### config.mk
export PLATFORM = sky130hd
export DESIGN_NAME = pipelined_logic_unit
export DESIGN_NICKNAME = d
export VERILOG_FILES = /design/src/rtl/logic_op_pkg.sv /design/src/rtl/logic_pipe_stage.sv /design/src/rtl/pipelined_logic_unit.sv
export SDC_FILE = /design/constraint.sdc
export NUM_CORES = 1
export LEC_CHECK = 0
export BUFFER_PORTS_ARGS = -buffer_cell sky130_fd_sc_hd__buf_2
export CAP_MARGIN = 20
export CORE_AREA = 5 5 108 110
export DETAILED_ROUTE_END_ITERATION = 10
export DIE_AREA = 0 0 113 115
export PLACE_DENSITY = 0.93
export SLEW_MARGIN = 15
export SYNTH_ARGS = -nofsm -noshare
export SYNTH_HDL_FRONTEND = slang
export SYNTH_SLANG_ARGS = --single-unit
export TNS_END_PERCENT = 100
### constraint.sdc
create_clock -name Clk -period 2.4 [get_ports Clk]
set_input_delay 0 -clock Clk [delete_from_list [all_inputs] [get_ports Clk]]
set_output_delay 0 -clock Clk [all_outputs]
set_load 0.02 [all_outputs]
### src/rtl/logic_op_pkg.sv
// logic_op_pkg
//   Operation encodings for the bitwise logic unit. The ALU control decoder
//   imports the same package, so both sides agree on the Op field.
//   OP_W       : width of the Op select field
//   logic_op_e : LOP_NOT .. LOP_PASS encodings (0..7)
package logic_op_pkg;

  localparam int OP_W = 3;

  typedef enum logic [OP_W-1:0] {
    LOP_NOT  = 3'd0,
    LOP_AND  = 3'd1,
    LOP_OR   = 3'd2,
    LOP_XOR  = 3'd3,
    LOP_NOR  = 3'd4,
    LOP_NAND = 3'd5,
    LOP_XNOR = 3'd6,
    LOP_PASS = 3'd7
  } logic_op_e;

endpackage

### src/rtl/logic_pipe_stage.sv
// logic_pipe_stage
//   One register stage of the valid/ready pipeline. The stage's ready term is
//   computed by the parent across the whole chain and arrives here as `load`.
//   Ports:
//     Clk       rising-edge clock
//     Rst       asynchronous active-low reset; clears valid and payload
//     load      this stage's ready: capture the upstream valid this cycle
//     up_valid  upstream valid
//     up_data   upstream payload (WIDTH bits)
//     dn_valid  registered valid
//     dn_data   registered payload
module logic_pipe_stage #(
  parameter int WIDTH = 33
) (
  input  logic             Clk,
  input  logic             Rst,
  input  logic             load,
  input  logic             up_valid,
  input  logic [WIDTH-1:0] up_data,
  output logic             dn_valid,
  output logic [WIDTH-1:0] dn_data
);

  logic             vld_p0;
  logic [WIDTH-1:0] data_p0;

  // Payload is captured only alongside a valid item, so junk on an idle
  // input never enters the register.
  always_ff @(posedge Clk or negedge Rst) begin
    if (!Rst) begin
      vld_p0  <= 1'b0;
      data_p0 <= '0;
    end else if (load) begin
      vld_p0 <= up_valid;
      if (up_valid) begin
        data_p0 <= up_data;
      end
    end
  end

  assign dn_valid = vld_p0;
  assign dn_data  = data_p0;

endmodule

### src/rtl/pipelined_logic_unit.sv
// pipelined_logic_unit
//   Bitwise logic unit (NOT/AND/OR/XOR/NOR/NAND/XNOR/PASS) followed by STAGES
//   valid/ready register stages. Result and Zero are formed combinationally
//   and travel together through the pipeline.
//   Ports:
//     Clk       rising-edge clock
//     Rst       asynchronous active-low reset
//     InValid   A/B/Op valid         InReady   unit accepts input this cycle
//     A, B      WIDTH-bit operands   Op        operation select (logic_op_e)
//     OutValid  Result/Zero valid    OutReady  downstream accepts
//     Result    WIDTH-bit result     Zero      Result == 0
module pipelined_logic_unit
  import logic_op_pkg::*;
#(
  parameter int WIDTH  = 32,
  parameter int STAGES = 2
) (
  input  logic             Clk,
  input  logic             Rst,
  input  logic             InValid,
  output logic             InReady,
  input  logic [WIDTH-1:0] A,
  input  logic [WIDTH-1:0] B,
  input  logic [OP_W-1:0]  Op,
  output logic             OutValid,
  input  logic             OutReady,
  output logic [WIDTH-1:0] Result,
  output logic             Zero
);

  if (STAGES < 1 || STAGES > 4) begin : g_bad_stages
    $error("pipelined_logic_unit: STAGES must be in 1..4");
  end

  logic [WIDTH-1:0]          res_comb;
  logic                      zero_comb;
  logic [STAGES:0]           vld;
  logic [STAGES:0]           rdy;
  logic [STAGES:0][WIDTH:0]  data;

  always_comb begin
    res_comb = A;
    case (Op)
      LOP_NOT:  res_comb = ~A;
      LOP_AND:  res_comb = A & B;
      LOP_OR:   res_comb = A | B;
      LOP_XOR:  res_comb = A ^ B;
      LOP_NOR:  res_comb = ~(A | B);
      LOP_NAND: res_comb = ~(A & B);
      LOP_XNOR: res_comb = ~(A ^ B);
      LOP_PASS: res_comb = A;
      default:  res_comb = A;
    endcase
  end

  assign zero_comb = (res_comb == '0);
  assign vld[0]    = InValid;
  assign data[0]   = {zero_comb, res_comb};

  // A stage can load when it is empty or anything downstream moves, so one
  // bubble anywhere in the chain lets every stage behind it advance.
  always_comb begin
    rdy[STAGES] = OutReady;
    for (int i = STAGES - 1; i >= 0; i--) begin
      rdy[i] = ~vld[i+1] | rdy[i+1];
    end
  end

  // ---- stage boundaries: stage i registers vld/data[i] into vld/data[i+1]
  for (genvar i = 0; i < STAGES; i++) begin : g_stage
    logic_pipe_stage #(
      .WIDTH(WIDTH + 1)
    ) u_stage (
      .Clk     (Clk),
      .Rst     (Rst),
      .load    (rdy[i]),
      .up_valid(vld[i]),
      .up_data (data[i]),
      .dn_valid(vld[i+1]),
      .dn_data (data[i+1])
    );
  end

  assign InReady  = rdy[0];
  assign OutValid = vld[STAGES];
  assign Result   = data[STAGES][WIDTH-1:0];
  assign Zero     = data[STAGES][WIDTH];

endmodule
==> impl_metrics.toml <==
[grt]
grt_antenna_before_repair = 0
grt_max_degree = 69
grt_first_pass_wirelength_mm = 24.0
grt_usage_pct = 22.3
grt_overflow = 0
grt_pass1_vias = 5013

[drt]
drc = 0
drt_iter0_markers = 614
wirelength_mm = 14.4
wl_per_cell_um = 15.3
drt_pre_antenna_iters = 6
dr_total_vias = 5460
routed_via_density = 5.81
ant_nets = 0

[setup_path]
crit_arrival_ps = 2090
cp-end-kind = "register"
rr_endpoint = "g_stage[0].u_stage.dn_data[32]"
reg2reg_depth = 7
worst-setup-path-type = "reg -> reg"
max_stage_delay_ps = 400
reg2reg_slack_ps = 570
crit_path_start = "g_stage[0].u_stage.dn_valid"
setup.worst_path.end = "g_stage[0].u_stage.dn_data[32]"
cp-start-kind = "register"
critPathSlowestCell = "dfrtp_1"
rr_startpoint = "g_stage[0].u_stage.dn_valid"
required_ps = 2650
cpLargestDelayFamily = "simple AND/OR/NAND/NOR gates"
cp_num_cells = 7
crit_buf_inv = 0
crit_chain = "nand3b_1, and2_1, o21ai_0, a211o_1, nor4_1, nand4_1, o31ai_2"
critPathMaxFanout = 4

[clock_tree]
insertion_delay_ps = 340
cts_made_buffers = 9
cts_max_level = 3
clock_sinks = 68
root_buffer = "clkbuf_8"
clkTransAtPathRegs_ps = 70
cts_buffer_depth = 2
cts_tree = "yes"

[synth]
ys_ff_latch = 68
synthFlopType = "dfrtp_1"
synthCells = 735
yosysSeqAreaShare_pct = 28.3
synth_nets = 870
synth_cell_types = 56
syn-cell-area_um2 = 6010
synth_top_area_share_pct = 28.3
synth_commonest_cells = "75 x inv_1, 70 x nand2_1, 68 x dfrtp_1"
synthArstFlopShare_pct = 100
yosysWarnings = 0
synth_area_leaders = "dfrtp_1 28%, ha_1 13%, mux2_2 7.1%"
synth_enable_flop_cells = 0
avgSynthCellArea_um2 = 8.17
synthMostInstantiatedCell = "inv_1"
yosysTopAreaCell = "dfrtp_1"

[hold_path]
hold_path.class = "in -> reg"

[timing]
skew_ps = 6.88
fin_crit_ps = 1830
tightest_slew_ps = 831
period_share_pct = 76.4
setup_violations = 0
fin_setup_tns_ps = 0
grt_setup_unrepaired = "false"
report.final.hold_viol_count = 0
maxSlewViolCount = 0
slew_headroom_pct = 44.6
max_freq_mhz = 545

[layout]
drive_gt1_share_pct = 23.4
area_growth_pct = 10.0
fin_cells = 939
nets = 930
nFillCells = 898
num_antenna_cells = 0

[placement]
portBuffers = 105
place_congestion = 0.919
dp.cells = 921
dpl.hpwl_mm = 11.0

[floorplanning]
die_y_um = 115
core_um2 = 10600
dieArea_um2 = 13000
pin_count = 106
initial_core_util_pct = 56.6
rows = 38
fp.dieW_um = 113

[run_status]
status = "finished, final reports clean"

[pwr]
powerDensity_nw_per_um2 = 583
ir_worst_vdd_v = 0.000370
leakage_nw = 3.30

[job]
maxCapViolations = 0
## logic make-up after synthesis
| kind of cell | share of synthesized area, % |
|---|---|
| AOI/OAI and AO/OA | 22.5 |
| and+or+nand+nor | 14.7 |
| buffers and inverters | 13.1 |
| adders and majority gates | 13.3 |
| DFF | 28.3 |
| muxes | 8.00 |
## flip-flops by register name (all words and copies together), names as in the netlist
| register | cells |
|---|---|
| g_stage.u_stage.dn_valid | 2 |
| g_stage.u_stage.dn_data | 66 |
## worst min-delay path by stage
stage / start / to / slack, ps / cells past startpoint
4_1_cts: A[18] / g_stage[0].u_stage.dn_data[18] / 6 / 3
5_1_grt: A[18] / g_stage[0].u_stage.dn_data[18] / 40 / 3
2_1_floorplan: Rst / g_stage[0].u_stage.dn_data[0] / -300 / 0
3_3_place_gp: InValid / g_stage[0].u_stage.dn_valid / 220 / 2
3_5_place_dp: Rst / g_stage[1].u_stage.dn_data[28] / 240 / 2
6_report: A[18] / g_stage[0].u_stage.dn_data[18] / 30 / 3
## area by class of cell
class                           instances  area (um^2)  area share (%)
Multi-Input combinational cell        506         3520            53.3
Sequential cell                        68         1700            25.7
Timing Repair Buffer                  132          736            11.1
Inverter                               78          293            4.43
Tap cell                              140          175            2.65
Clock buffer                           13          149            2.25
Clock inverter                          2         35.0           0.530
## layer usage
layer  part of all wire [%]  wire, um  GRT usage, %  vias up
li1                       -         -             -     2674
met1                     44      6340          31.1     2516
met2                     45      6410          34.6      231
met3                    8.3      1190          4.05       39
met4                    3.2       468          9.05        0
met5                      0         0             0        -
## cell usage in the layout (no fill, tap or decap), types with 13 or more instances in the layout
cell / n
a21oi_1: 44
a31oi_1: 13
a32oi_1: 15
buf_2: 105
buf_4: 24
dfrtp_1: 68
ha_1: 64
inv_1: 75
mux2_2: 38
nand2_1: 70
nand3_1: 19
nor2_1: 50
nor2b_1: 13
nor3_1: 16
o21ai_0: 60
o221ai_1: 13
## tightest hold or removal path, delay by kind of cell
kind	cells	cell delay [ps]
AND/OR/NAND/NOR	1	70
buffers and inverters	1	120
AO/OA/AOI/OAI	1	140
## report_power, final
group	leakage, nW	total [W]	switching [W]	internal, W
clock network	0.0935	0.000894	0.000392	0.000502
registers	0.822	0.00155	0.000140	0.00141
logic	2.38	0.00141	0.000830	0.000582
total	3.30	0.00386	0.00136	0.00249
## stage by stage
stage                     utilization (%)  power [W]  instance area, um^2  hold slack, ps  setup WS (ps)
after floorplan                         -    0.00271                 6010            -296            364
after global placement               60.3    0.00292                 6390             221            442
final                                62.3    0.00386                 6610            26.0            566
after detailed placement             60.3    0.00298                 6390             237            380
after CTS                            62.3    0.00388                 6610            5.83            584
after global routing                 62.3    0.00411                 6610            41.3            500
## what timing repair did
action	in CTS	in global routing
endpoints found under the hold margin	70	0
hold buffers	3	0
resized for setup	0	0
buffers inserted	0	0
No activity file was read; power rests on OpenSTA's default activity.
